`src/rtl/rom_seq_pkg.sv`:
```
// rom_seq_pkg: shared definitions for the ROM read sequencer.
//   state_t / ST_*   : FSM state encoding (INIT, IDLE, ISSUE, DONE)
//   CE_ACTIVE        : ROM chip-enable asserted level
//   RD_ACTIVE        : ROM read-enable asserted level (active low)
//   *_DEFAULT        : default prescaler and debounce lengths
package rom_seq_pkg;
    typedef logic [1:0] state_t;
    localparam state_t ST_INIT  = 2'd0;
    localparam state_t ST_IDLE  = 2'd1;
    localparam state_t ST_ISSUE = 2'd2;
    localparam state_t ST_DONE  = 2'd3;
    localparam logic CE_ACTIVE = 1'b1;
    localparam logic RD_ACTIVE = 1'b0;
    localparam int TICK_DIV_DEFAULT        = 50_000_000;
    localparam int DEBOUNCE_CYCLES_DEFAULT = 1_000_000;
endpackage

```
`src/rtl/btn_debounce.sv`:
```
// btn_debounce: synchronizes and debounces a raw push-button.
//   clk, rst_n : clock, asynchronous active-low reset
//   btn_raw    : asynchronous button input
//   btn_level  : accepted (debounced) button level
//   btn_rise   : one-cycle pulse when the accepted level goes 0->1
module btn_debounce import rom_seq_pkg::*; #(
    parameter int DEBOUNCE_CYCLES = DEBOUNCE_CYCLES_DEFAULT
) (
    input  logic clk,
    input  logic rst_n,
    input  logic btn_raw,
    output logic btn_level,
    output logic btn_rise
);
    localparam int CW = $clog2(DEBOUNCE_CYCLES + 1);
    logic sync_a, sync_b;
    logic [CW-1:0] cnt;
    // cnt counts consecutive synchronized samples that disagree with the
    // accepted level; the level flips on the DEBOUNCE_CYCLES-th such sample
    always_ff @(posedge clk or negedge rst_n) begin
        if (!rst_n) begin
            sync_a    <= 1'b0;
            sync_b    <= 1'b0;
            cnt       <= '0;
            btn_level <= 1'b0;
            btn_rise  <= 1'b0;
        end else begin
            sync_a   <= btn_raw;
            sync_b   <= sync_a;
            btn_rise <= 1'b0;
            if (sync_b != btn_level) begin
                if (cnt == CW'(DEBOUNCE_CYCLES - 1)) begin
                    btn_level <= sync_b;
                    btn_rise  <= sync_b;
                    cnt       <= '0;
                end else begin
                    cnt <= cnt + 1'b1;
                end
            end else begin
                cnt <= '0;
            end
        end
    end
endmodule

```
`src/rtl/rom_read_sequencer.sv`:
```
// rom_read_sequencer: address/control stage in front of the display ROM.
//   clk, rst_n  : clock, asynchronous active-low reset
//   step_btn    : raw push-button, one step per accepted press (mode=0)
//   mode        : 0 = manual, 1 = auto (prescaler tick)
//   run         : auto-mode enable
//   clear       : return to START_ADDR and re-read
//   address_out : ROM address
//   ce, rd_en   : ROM chip enable (high), read enable (low)
//   data_valid  : ROM data_out holds mem[address_out]
//   busy        : FSM not idle
//   wrap_pulse  : address wrapped END_ADDR -> START_ADDR
module rom_read_sequencer import rom_seq_pkg::*; #(
    parameter int ADDRESS_WIDTH   = 8,
    parameter int START_ADDR      = 0,
    parameter int END_ADDR        = 2**ADDRESS_WIDTH - 1,
    parameter int TICK_DIV        = TICK_DIV_DEFAULT,
    parameter int DEBOUNCE_CYCLES = DEBOUNCE_CYCLES_DEFAULT
) (
    input  logic                     clk,
    input  logic                     rst_n,
    input  logic                     step_btn,
    input  logic                     mode,
    input  logic                     run,
    input  logic                     clear,
    output logic [ADDRESS_WIDTH-1:0] address_out,
    output logic                     ce,
    output logic                     rd_en,
    output logic                     data_valid,
    output logic                     busy,
    output logic                     wrap_pulse
);
    localparam logic [ADDRESS_WIDTH-1:0] FIRST = ADDRESS_WIDTH'(START_ADDR);
    localparam logic [ADDRESS_WIDTH-1:0] LAST  = ADDRESS_WIDTH'(END_ADDR);
    localparam int PW = $clog2(TICK_DIV);
    state_t state;
    logic [PW-1:0] presc;
    logic mode_q, pending_clear, btn_level, btn_rise, tick, step;
    btn_debounce #(.DEBOUNCE_CYCLES(DEBOUNCE_CYCLES)) u_debounce (
        .clk(clk),
        .rst_n(rst_n),
        .btn_raw(step_btn),
        .btn_level(btn_level),
        .btn_rise(btn_rise)
    );
    assign tick = mode && run && (presc == PW'(TICK_DIV - 1));
    // a rise pulse always coincides with the newly accepted high level
    assign step = mode ? tick : (btn_rise && btn_level);
    // mode_q detects any change of mode so the prescaler restarts from 0
    always_ff @(posedge clk or negedge rst_n) begin
        if (!rst_n) begin
            presc  <= '0;
            mode_q <= 1'b0;
        end else begin
            mode_q <= mode;
            if (mode != mode_q)
                presc <= '0;
            else if (mode && run)
                presc <= tick ? '0 : presc + 1'b1;
        end
    end
    always_ff @(posedge clk or negedge rst_n) begin
        if (!rst_n) begin
            state         <= ST_INIT;
            address_out   <= FIRST;
            wrap_pulse    <= 1'b0;
            pending_clear <= 1'b0;
        end else begin
            wrap_pulse <= 1'b0;
            case (state)
                ST_INIT:  state <= ST_ISSUE;
                ST_IDLE: begin
                    if (clear || pending_clear) begin
                        address_out   <= FIRST;
                        pending_clear <= 1'b0;
                        state         <= ST_ISSUE;
                    end else if (step) begin
                        address_out <= (address_out == LAST) ? FIRST : address_out + 1'b1;
                        wrap_pulse  <= (address_out == LAST);
                        state       <= ST_ISSUE;
                    end
                end
                ST_ISSUE: state <= ST_DONE;
                default:  state <= ST_IDLE;
            endcase
            // steps and ticks are dropped while busy, clears are remembered
            if (clear && state != ST_IDLE)
                pending_clear <= 1'b1;
        end
    end
    assign ce         = (state == ST_ISSUE) ? CE_ACTIVE : ~CE_ACTIVE;
    assign rd_en      = (state == ST_ISSUE) ? RD_ACTIVE : ~RD_ACTIVE;
    assign data_valid = (state == ST_DONE);
    assign busy       = (state != ST_IDLE);
endmodule

```
`config.mk`:
```
export PLATFORM = sky130hd
export DESIGN_NAME = rom_read_sequencer
export DESIGN_NICKNAME = d
export VERILOG_FILES = /design/src/rtl/rom_seq_pkg.sv /design/src/rtl/btn_debounce.sv /design/src/rtl/rom_read_sequencer.sv
export SDC_FILE = /design/constraint.sdc
export NUM_CORES = 1
export LEC_CHECK = 0
export BUFFER_PORTS_ARGS = -buffer_cell sky130_fd_sc_hd__buf_4
export CAP_MARGIN = 15
export CORE_UTILIZATION = 30
export DETAILED_ROUTE_END_ITERATION = 6
export SLEW_MARGIN = 20
export SYNTH_ARGS = -nofsm -noshare
export SYNTH_HDL_FRONTEND = slang
export SYNTH_SLANG_ARGS = --single-unit
```
`constraint.sdc`:
```
create_clock -name clk -period 2.2 [get_ports clk]
set_input_delay 0.11 -clock clk [delete_from_list [all_inputs] [get_ports clk]]
set_output_delay 0.11 -clock clk [all_outputs]
set_load 0.02 [all_outputs]
```
==> results.tsv <==
stage	metric	value	unit
grt	met1 demand-to-capacity share in global routing	17.55	%
finish	layout cell share with drive strength beyond 1	13.24	%
power	part of the total power dissipated in the clock network	38.6	%
placement	Placer Congestion	0.7789	
sta	final clock skew	0.009468	ns
grt	largest net degree at the start of global routing	64	
logic_synthesis	netlist area before placement	3164	sq um
finish	number of diodes added for antenna fixing	0	
min_path	path class of the lowest-slack min-delay path	in -> reg	
power	part of the power in registers	47.2	%
power	Psw	719.3	uW
sta	final hold viol count	0	
sta	sum of negative setup slack	0	ns
sta	Rel. slew slack	45.97	%
grt	wire length of the first global-routing pass	11630	microns
clock_network	deepest level of the CTS H-tree	3	
finish	commonest non-fill, non-tap cell in the layout	dfrtp_1	
power	Leakage Power	1.582	nW
logic_synthesis	Yosys warning count	0	
critical_path	endpoint type of the worst setup path	flip-flop	
flow_run	maxcap violations	0	
critical_path	Critical Path RT	2.41	ns
power	internal power	1.921	mW
logic_synthesis	cells after synthesis	330	
critical_path	maximum fanout along the worst path	12	
grt	met2 capacity usage during global routing	20.44	%
sta	maximum operating frequency	511.2	MHz
routing	number of antenna-violating nets in the routed design	0	
routing	DRT Wirelength	6739	microns
power	share of total power consumed by net switching	27.24	%
sta	slew of the pin with the lowest slew margin	0.8105	ns
clock_network	maximum number of buffers from clock root to sink	2	
power	worst IR drop on VDD	0.3019	mV
clock_network	later-pin clock latency in the skew report	0.34	ns
placement	IO Port Bufs	18	
routing	vias per cell	5.055	
run_status	result of the run	finished clean	
grt	global-route usage over all layers	13.32	%
critical_path	data arrival time of the critical path	2.16	ns
clock_network	TritonCTS clock tree	built	
grt	Most Used Layer, Global Route	met2	
logic_synthesis	post-synthesis net count	339	
sta	unrepaired setup endpoints after global routing	false	
power	Cell Pwr Density	703.5	nW/um^2
critical_path	Crit Path Category	reg -> reg	
floorplanning	Die Wd	104.7	microns
routing	mean routed wirelength per cell	13.32	microns
clock_network	Root Buffer	clkbuf_8	
sta	post-layout minimum cycle time	1.956	ns
placement	post-detail-place hpwl	4676	microns
sta	number of setup violations in the final report	0	
clock_network	CTS Buf Count	9	
finish	number of standard cells in the final layout excluding fillers	506	
sta	final worst path period share	88.91	%
clock_network	CTS Sinks	63	
clock_network	# Post-CTS Setup Buffers	0	
logic_synthesis	number of storage elements in the synthesis netlist	63	
routing	drt initial violations	93	
floorplanning	Initial Util	30.79	%
power	portion of total power attributed to combinational logic	14.2	%
floorplanning	die area	10960	sq um
finish	Nets	375	
finish	P&R area growth vs syn	18.62	%
floorplanning	Placement Rows	37	
sta	Pins Over Slew Limit	0	
clock_network	CTS clk-pin slew, worst paths	0.07	ns
grt	antenna violations before repair	0	
routing	Residual DRC	0	
routing	total vias in the final route	2558	
routing	first-pass detailed-route iteration total	4	
logic_synthesis	Mean Syn Cell Area	9.589	sq um
floorplanning	Core ar.	10280	sq um
logic_synthesis	Netlist cell types	43	
logic_synthesis	sequential-to-total area share from yosys stat	49.82	%
grt	grt ovf	0	
critical_path	kind of launch point of the worst setup path	flip-flop	
finish	highest-count cells in the layout ignoring fill and taps	dfrtp_1 (63), nor2_1 (49), nand2_1 (33), buf_4 (28), nand3_1 (20)	
floorplanning	total I/O pin count	19	
grt	number of global-route vias before repair	2452	
floorplanning	die height	104.7	microns
placement	cell count after placement	488	
grt	met3 track utilization from global routing	4.429	%
[cell type report]
cell class,instances,area [sq um]
multi-input combinational,253,1539
fill,1070,6524
sequential,63,1577
clock inverter,3,42.54
inverter,8,30.03
timing repair buffer,31,240.2
clock buffer,12,155.1
tap,136,170.2
[what timing repair did]
action                     in CTS  in global routing
setup endpoints to repair       0                  8
gates resized for setup         0                  1
hold buffers                    3                  0
hold endpoints to repair       65                  0
[path summary, 6_finish.rpt]
kind / slack, ns / cells after the start / end / start
setup / recovery: 0.24 / 5 / address_out[4] / presc[10]
hold / removal: 0.12 / 3 / pending_clear / clear
setup reg to reg: 0.24 / 5 / address_out[4] / presc[10]
hold reg to reg: 0.35 / 0 / u_debounce.sync_b / u_debounce.sync_a
max in group asynchronous: 1.26 / 2 / state[0] / rst_n
min in group asynchronous: 0.38 / 2 / presc[18] / rst_n
[cells in the mapped netlist]
library cell  instances  area (sq um)
a21o_1                2         15.01
a21oi_1              10         50.05
a22o_1                3         26.28
a31oi_1               6         37.54
a32oi_1               1         8.760
a41oi_1               3         26.28
and2_1                5         31.28
and3_1                7         43.79
and3b_1               1         8.760
and4_1                8         70.07
buf_2                 3         15.01
clkbuf_1              3         11.26
dfrtp_1              63          1577
ha_1                  3         37.54
inv_1                 8         30.03
mux2_2                2         22.52
nand2_1              33         123.9
nand2b_1              3         18.77
nand3_1              20         100.1
nand3b_1              1         7.510
nand4_1              17         106.4
nand4b_1              2         17.52
nor2_1               49         183.9
nor2b_1               1         6.260
nor3_1                7         35.03
nor3b_1               1         7.510
nor4_1                5         31.28
nor4_2                1         12.51
nor4b_1               1         8.760
nor4b_4               1         23.77
nor4bb_1              1         10.01
o211ai_1              2         15.01
o21ai_0              11         55.05
o22ai_1               1         6.260
o311ai_0              3         26.28
o31ai_1               2         15.01
o41ai_1               1         8.760
or2_2                 1         6.260
or3_1                 2         12.51
or4_1                 1         7.510
or4b_1                1         10.01
xnor2_1              18         157.7
xor2_1               16         140.1
[worst max-delay path, stage by stage, from the launching register on]
cell and delay, ns:
dfrtp_1 0.44, nor4_1 0.34, and4_1 0.31, a21oi_2 0.18
o311ai_0 0.43, o31ai_1 0.13
[flip-flops by register name, summed over array words and instances (netlist names), 2 cells and up]
signal,cells
address_out,8
presc,26
state,2
u_debounce.cnt,20
[routing by layer]
layer  wire length, microns  up-vias
li1                       -     1259
met1                   3285     1232
met2                   3062       55
met3                    300       12
met4                     90        0
met5                      0        -
[metrics by stage]
stage	worst slack [ns]	utilization, %	power, mW	hold WS, ns	cell area [sq um]
floorplan	0.3333	-	1.483	-0.1856	3164
detailed placement	0.03786	34.23	1.643	0.2229	3518
global placement	0.1308	34.23	1.636	0.2222	3518
finish	0.2439	36.52	2.641	0.1209	3754
global route	0.06036	36.52	2.768	0.1226	3754
CTS	0.02184	36.45	2.684	0.08732	3746
[power groups by stage]
stage	Clock [mW]	Sequential, mW	Combinational (mW)
final	1.02	1.25	0.376
after CTS	1.06	1.25	0.382
after detailed placement	0	1.27	0.375
after floorplan	0	1.27	0.213
after global routing	1.10	1.25	0.411
after global placement	0	1.26	0.371
[kinds of logic after synthesis]
family	share of synthesized area, %
and+or+nand+nor	27.92
DFF	49.82
xor gates and xnor gates	9.411
AOI/OAI and AO/OA	9.174
adders and majority gates	1.186
muxes	0.7117
buffers and inverters	1.779
Note: power is estimated with default switching activity, not from simulation.
